`src/rtl/and32_result_stage.sv`:
```
// Registered result stage behind the 32-bit AND unit: 2-entry FIFO with valid/ready on both sides,
// per-entry zero/negative flags and a wrapping count of delivered results.
module and32_result_stage #(
    parameter int WIDTH = 32,
    parameter int CNT_W = 16
) (
    input  logic             clk,
    input  logic             rst_n,
    input  logic             in_valid,
    output logic             in_ready,
    input  logic [WIDTH-1:0] in_data,
    output logic             out_valid,
    input  logic             out_ready,
    output logic [WIDTH-1:0] out_data,
    output logic             out_zero,
    output logic             out_neg,
    output logic [CNT_W-1:0] done_cnt
);

    function automatic logic zero_flag(input logic [WIDTH-1:0] d);
        return ~|d;
    endfunction

    function automatic logic neg_flag(input logic [WIDTH-1:0] d);
        return d[WIDTH-1];
    endfunction

    logic [WIDTH-1:0] mem_data_r [2];
    logic             mem_zero_r [2];
    logic             mem_neg_r  [2];
    logic             wr_ptr_r;
    logic             rd_ptr_r;
    logic [1:0]       count_r;
    logic             out_valid_r;
    logic [WIDTH-1:0] out_data_r;
    logic             out_zero_r;
    logic             out_neg_r;
    logic [CNT_W-1:0] done_cnt_r;

    logic             push_s;
    logic             pop_s;
    logic [1:0]       count_nxt_s;
    logic             rd_nxt_s;
    logic             wr_nxt_s;
    logic [WIDTH-1:0] head_data_s;
    logic             head_zero_s;
    logic             head_neg_s;

    // Full blocks a push regardless of a same-cycle pop, so in_ready depends on state only.
    assign in_ready  = rst_n & (count_r != 2'd2);
    assign push_s    = in_valid & in_ready;
    assign pop_s     = out_valid_r & out_ready;
    assign out_valid = out_valid_r;
    assign out_data  = out_data_r;
    assign out_zero  = out_zero_r;
    assign out_neg   = out_neg_r;
    assign done_cnt  = done_cnt_r;

    // Next occupancy and pointer values.
    always_comb begin
        count_nxt_s = count_r;
        rd_nxt_s    = rd_ptr_r;
        wr_nxt_s    = wr_ptr_r;
        case ({push_s, pop_s})
            2'b10:   count_nxt_s = count_r + 2'd1;
            2'b01:   count_nxt_s = count_r - 2'd1;
            default: count_nxt_s = count_r;
        endcase
        if (pop_s) begin
            rd_nxt_s = ~rd_ptr_r;
        end else begin
            rd_nxt_s = rd_ptr_r;
        end
        if (push_s) begin
            wr_nxt_s = ~wr_ptr_r;
        end else begin
            wr_nxt_s = wr_ptr_r;
        end
    end

    // Next head entry: bypass the incoming result when it lands in the slot that becomes the head.
    always_comb begin
        head_data_s = mem_data_r[rd_nxt_s];
        head_zero_s = mem_zero_r[rd_nxt_s];
        head_neg_s  = mem_neg_r[rd_nxt_s];
        if (push_s && (rd_nxt_s == wr_ptr_r)) begin
            head_data_s = in_data;
            head_zero_s = zero_flag(in_data);
            head_neg_s  = neg_flag(in_data);
        end else begin
            head_data_s = mem_data_r[rd_nxt_s];
            head_zero_s = mem_zero_r[rd_nxt_s];
            head_neg_s  = mem_neg_r[rd_nxt_s];
        end
    end

    // Pointer and occupancy registers.
    always_ff @(posedge clk or negedge rst_n) begin
        if (!rst_n) begin
            count_r  <= 2'd0;
            rd_ptr_r <= 1'b0;
            wr_ptr_r <= 1'b0;
        end else begin
            count_r  <= count_nxt_s;
            rd_ptr_r <= rd_nxt_s;
            wr_ptr_r <= wr_nxt_s;
        end
    end

    // Entry storage: data with flags captured at push time.
    always_ff @(posedge clk or negedge rst_n) begin
        if (!rst_n) begin
            mem_data_r[0] <= {WIDTH{1'b0}};
            mem_data_r[1] <= {WIDTH{1'b0}};
            mem_zero_r[0] <= 1'b0;
            mem_zero_r[1] <= 1'b0;
            mem_neg_r[0]  <= 1'b0;
            mem_neg_r[1]  <= 1'b0;
        end else if (push_s) begin
            mem_data_r[wr_ptr_r] <= in_data;
            mem_zero_r[wr_ptr_r] <= zero_flag(in_data);
            mem_neg_r[wr_ptr_r]  <= neg_flag(in_data);
        end
    end

    // Registered head outputs; they hold their last value once the FIFO drains.
    always_ff @(posedge clk or negedge rst_n) begin
        if (!rst_n) begin
            out_valid_r <= 1'b0;
            out_data_r  <= {WIDTH{1'b0}};
            out_zero_r  <= 1'b0;
            out_neg_r   <= 1'b0;
        end else begin
            out_valid_r <= (count_nxt_s != 2'd0);
            if (count_nxt_s != 2'd0) begin
                out_data_r <= head_data_s;
                out_zero_r <= head_zero_s;
                out_neg_r  <= head_neg_s;
            end
        end
    end

    // Delivered-result counter, wraps naturally.
    always_ff @(posedge clk or negedge rst_n) begin
        if (!rst_n) begin
            done_cnt_r <= {CNT_W{1'b0}};
        end else if (pop_s) begin
            done_cnt_r <= done_cnt_r + {{(CNT_W-1){1'b0}}, 1'b1};
        end
    end

endmodule

```
`config.mk`:
```
export PLATFORM = sky130hd
export DESIGN_NAME = and32_result_stage
export DESIGN_NICKNAME = d
export VERILOG_FILES = /design/src/rtl/and32_result_stage.sv
export SDC_FILE = /design/constraint.sdc
export NUM_CORES = 1
export LEC_CHECK = 0
export BUFFER_PORTS_ARGS = -buffer_cell sky130_fd_sc_hd__buf_2
export CAP_MARGIN = 10
export CORE_MARGIN = 4
export CORE_UTILIZATION = 50
export DETAILED_ROUTE_END_ITERATION = 7
export PLACE_DENSITY = 0.72
export SLEW_MARGIN = 20
export SYNTH_ARGS = -nofsm -noshare
export SYNTH_HDL_FRONTEND = slang
export SYNTH_SLANG_ARGS = --single-unit
```
`constraint.sdc`:
```
create_clock -name clk -period 2.9 [get_ports clk]
set_clock_uncertainty 0.1 [all_clocks]
set_input_delay 0.58 -clock clk [delete_from_list [all_inputs] [get_ports clk]]
set_output_delay 0.58 -clock clk [all_outputs]
set_load 0.01 [all_outputs]
```
==> results_tabular.tex <==
\begin{tabular}{lr}
\hline
Metric & Value \\
\hline
\multicolumn{2}{l}{\textbf{Run status}} \\
Run status & completed \\
\multicolumn{2}{l}{\textbf{Clock tree}} \\
Total of cells resized after clock tree synthesis & 0 \\
Number of buffers added to fix hold violations after cts & 0 \\
Insertion delay to the later sink of the worst-skew pair & 0.51 ns \\
CTS H-tree lvls & 4 \\
Root buffer cell & sky130\_fd\_sc\_hd\_\_clkbuf\_8 \\
TritonCTS clock tree & done \\
Number of CTS-inserted buffers & 17 \\
Number of setup buffers added after CTS & 0 \\
Clock transition at the register clock pins on the worst setup and hold paths after CTS & 0.06 ns \\
Largest buffer count on any clock path & 2 \\
Total number of clock tree sinks & 120 \\
\multicolumn{2}{l}{\textbf{Synth}} \\
Flop and latch count out of synthesis & 120 \\
Synthesized area divided by synthesized cell count & 14.1 um\^{}2 \\
Count of unique library cells instantiated by Yosys & 33 \\
Number of cells produced by synthesis & 381 \\
Post-Synthesis Net Count & 419 \\
Sequential area share after synthesis & 0.560 \\
Warning count from the yosys run & 0 \\
Cell area after synthesis & 0.00536 mm\^{}2 \\
\multicolumn{2}{l}{\textbf{Timing}} \\
Fin. max-slew vios & 0 \\
Transition time of the tightest slew-check pin & 0.970 ns \\
RSZ-0062 raised after global routing & no \\
Shortest period the worst path allows & 2.40 ns \\
Final setup violation count & 0 \\
Highest clock rate & 417 MHz \\
Hold slack & 0.0632 ns \\
Max transition margin & 0.354 \\
Fraction of the cycle the final worst path needs & 0.828 \\
Hold violation total from the final report & 0 \\
Post-Route Setup TNS & 0 ns \\
\multicolumn{2}{l}{\textbf{Setup path}} \\
R2r setup slk & 0.50 ns \\
Startpoint kind of the worst setup timing path & flop \\
Type of the setup path with the least slack & flop to flop \\
Worst Setup SP & count\_r[0]\$\_DFF\_PN0\_ \\
Cell family with most CP delay & compound AO/OA/AOI/OAI gates \\
RR Startpoint & count\_r[0]\$\_DFF\_PN0\_ \\
Type of destination of the critical path & flop \\
Number of buffers and inverters on the critical path & 1 \\
Max stage delay on crit path & 0.45 ns \\
Critical path, cell by cell & nand2b\_1, nand3\_2, ha\_1, nor2b\_1, a221o\_2, buf\_4, a22oi\_1, o21ai\_2 \\
Worst Path Arrival & 2.70 ns \\
Worst Path Max Fanout & 22 \\
CP max stage cell & sky130\_fd\_sc\_hd\_\_a221o\_2 \\
Worst EP required & 3.20 ns \\
\multicolumn{2}{l}{\textbf{Pwr}} \\
Pwr/cell area & 1260 mW/mm\^{}2 \\
Maximum resistive drop on vdd & 0.712 mV \\
Leakage power summed over all cells & 2.99 nW \\
Overall power after layout & 0.00837 W \\
\multicolumn{2}{l}{\textbf{Placement}} \\
Gp weighted congestion & 0.744 \\
Number of input and output port buffers inserted & 87 \\
DP HPWL & 7400 um \\
\multicolumn{2}{l}{\textbf{Die}} \\
Num rows & 37 \\
Chip Width & 112 um \\
Number of top-level design ports & 88 \\
Die outline area & 0.0124 mm\^{}2 \\
Area inside the core boundary & 0.0104 mm\^{}2 \\
Height of the die & 112 um \\
Initial Utilization & 0.517 \\
\multicolumn{2}{l}{\textbf{Layout}} \\
Final-layout fill cell count & 785 \\
Number of antenna cells inserted & 0 \\
Layout Area Growth over Synthesis & 23.5\% \\
Net count, final & 516 \\
Fraction of final layout cells sized beyond drive strength 1 & 0.507 \\
Post-Route Utilization & 0.638 \\
\multicolumn{2}{l}{\textbf{Route}} \\
Post-DR wirelength/cell & 18.5 um \\
1st-iter DRT viols & 211 \\
Detail-routed via count per cell & 5.52 \\
Number of iterations in the first detailed-routing pass & 4 \\
Antenna violation net count after detailed routing & 0 \\
Remaining routing DRC violations & 0 \\
Total via count in the routed design & 3464 \\
Routed wire length & 11600 um \\
\multicolumn{2}{l}{\textbf{GRT}} \\
Total routing usage reported by global routing & 0.197 \\
Antenna violations before repair & 0 \\
Global-route wire length before repair & 19400 um \\
Global route overflow & 0 \\
Pin count of the biggest net entering global routing & 79 \\
Via count of the first global-routing pass & 3799 \\
\multicolumn{2}{l}{\textbf{Min path}} \\
Type of the most critical hold path & input pin to asynchronous set/reset pin \\
\multicolumn{2}{l}{\textbf{Flow run}} \\
Number of max-cap violations & 0 \\
\hline
\end{tabular}
==> cells in the mapped netlist <==
master	instances	area, um^2
sky130_fd_sc_hd__a221o_1	1	10.0
sky130_fd_sc_hd__a22oi_1	20	150
sky130_fd_sc_hd__a22oi_2	13	163
sky130_fd_sc_hd__and2_1	2	12.5
sky130_fd_sc_hd__and2b_1	1	7.51
sky130_fd_sc_hd__and3_1	3	18.8
sky130_fd_sc_hd__and4_1	1	8.76
sky130_fd_sc_hd__and4bb_1	1	12.5
sky130_fd_sc_hd__buf_2	12	60.1
sky130_fd_sc_hd__buf_4	5	37.5
sky130_fd_sc_hd__buf_6	4	45.0
sky130_fd_sc_hd__dfrtp_1	120	3000
sky130_fd_sc_hd__ha_1	2	25.0
sky130_fd_sc_hd__inv_1	3	11.3
sky130_fd_sc_hd__inv_2	1	3.75
sky130_fd_sc_hd__mux2_2	67	754
sky130_fd_sc_hd__mux2i_1	33	330
sky130_fd_sc_hd__nand2_1	7	26.3
sky130_fd_sc_hd__nand2b_1	1	6.26
sky130_fd_sc_hd__nand3_1	4	20.0
sky130_fd_sc_hd__nand3_2	1	10.0
sky130_fd_sc_hd__nand4_1	6	37.5
sky130_fd_sc_hd__nor2_1	6	22.5
sky130_fd_sc_hd__nor2_2	2	12.5
sky130_fd_sc_hd__nor2b_1	2	12.5
sky130_fd_sc_hd__nor3_4	1	16.3
sky130_fd_sc_hd__nor4_1	8	50.1
sky130_fd_sc_hd__o21ai_0	3	15.0
sky130_fd_sc_hd__o21ai_2	31	272
sky130_fd_sc_hd__xnor2_1	15	131
sky130_fd_sc_hd__xnor2_4	1	27.5
sky130_fd_sc_hd__xnor3_1	1	22.5
sky130_fd_sc_hd__xor2_1	3	26.3
==> cell families (layout without fill, tap and decap cells) <==
family                   count (synthesis)  after routing  share of synthesized area
XOR/XNOR                                20             20                     0.0387
AO/OA/AOI/OAI                           68             68                      0.114
flip-flops                             120            120                      0.560
multiplexers                           100            100                      0.202
AND/OR/NAND/NOR                         46             46                     0.0511
buffers and inverters                   25            135                     0.0294
adder cells (fa/ha/maj)                  2              2                    0.00467
==> registers in the layout (all words and copies together), names as in the netlist <==
signal      count
out_valid       1
mem_neg_r       2
mem_data_r     62
wr_ptr_r        1
done_cnt       16
out_data       32
mem_zero_r      2
out_zero        1
count_r         2
rd_ptr_r        1
==> layout make-up <==
class / instances / area, um^2 / share of cell area
sequential: 120 / 3000 / 0.454
multi-input combinational: 236 / 2220 / 0.335
timing repair buffer: 99 / 578 / 0.0873
clock buffer: 19 / 442 / 0.0667
clock inverter: 13 / 193 / 0.0291
tap: 136 / 170 / 0.0257
inverter: 4 / 15.0 / 0.00227
==> per-layer routing <==
layer	track usage	up-vias	wire length, um	share of wire
met5	0	-	0	0
met2	0.317	95	5810	0.50
met3	0.0543	14	522	0.045
met4	0.0697	0	156	0.013
li1	-	1603	-	-
met1	0.257	1752	5090	0.44
==> power breakdown <==
| group | switching, W | internal (W) |
|---|---|---|
| registers | 0.000471 | 0.00247 |
| clock network | 0.000762 | 0.00145 |
| logic | 0.00163 | 0.00159 |
==> layout by cell type, fill, tap and decap left out, types with 3 or more instances in the layout <==
master and instances:
sky130_fd_sc_hd__nand4_1 6, sky130_fd_sc_hd__buf_4 9, sky130_fd_sc_hd__nand3_1 4, sky130_fd_sc_hd__a22oi_1 20, sky130_fd_sc_hd__mux2i_1 33, sky130_fd_sc_hd__clkbuf_8 3
sky130_fd_sc_hd__xnor2_1 15, sky130_fd_sc_hd__buf_2 86, sky130_fd_sc_hd__buf_12 4, sky130_fd_sc_hd__o21ai_0 3, sky130_fd_sc_hd__xor2_1 3, sky130_fd_sc_hd__clkinv_4 4
sky130_fd_sc_hd__o21ai_2 30, sky130_fd_sc_hd__nor4_1 8, sky130_fd_sc_hd__mux2_2 67, sky130_fd_sc_hd__inv_1 3, sky130_fd_sc_hd__dfrtp_1 120, sky130_fd_sc_hd__and3_1 3
sky130_fd_sc_hd__bufinv_16 4, sky130_fd_sc_hd__clkbuf_16 16, sky130_fd_sc_hd__nor2_1 6, sky130_fd_sc_hd__a22oi_2 13, sky130_fd_sc_hd__nand2_1 7
==> metrics by stage <==
| stage | setup slack [ns] | cell area [um^2] | cells |
|---|---|---|---|
| after global placement | 0.353 | 5990 | 595 |
| after global routing | 0.370 | 6620 | 627 |
| after detailed placement | 0.303 | 5990 | 595 |
| after floorplan | 0.327 | 5360 | 381 |
| after CTS | 0.475 | 6620 | 627 |
| final | 0.499 | 6620 | 627 |
==> path summary, 6_finish.rpt <==
| kind | to | cells after the start |
|---|---|---|
| max | out_data[18]$_DFFE_PN0P_ | 8 |
| min | done_cnt[1]$_DFFE_PN0P_ | 2 |
| max reg2reg | out_data[18]$_DFFE_PN0P_ | 8 |
| min reg2reg | done_cnt[15]$_DFFE_PN0P_ | 1 |
| max in group asynchronous | done_cnt[5]$_DFFE_PN0P_ | 3 |
| min in group clk | out_data[24]$_DFFE_PN0P_ | 3 |
Power figures use the tool's default switching activity.
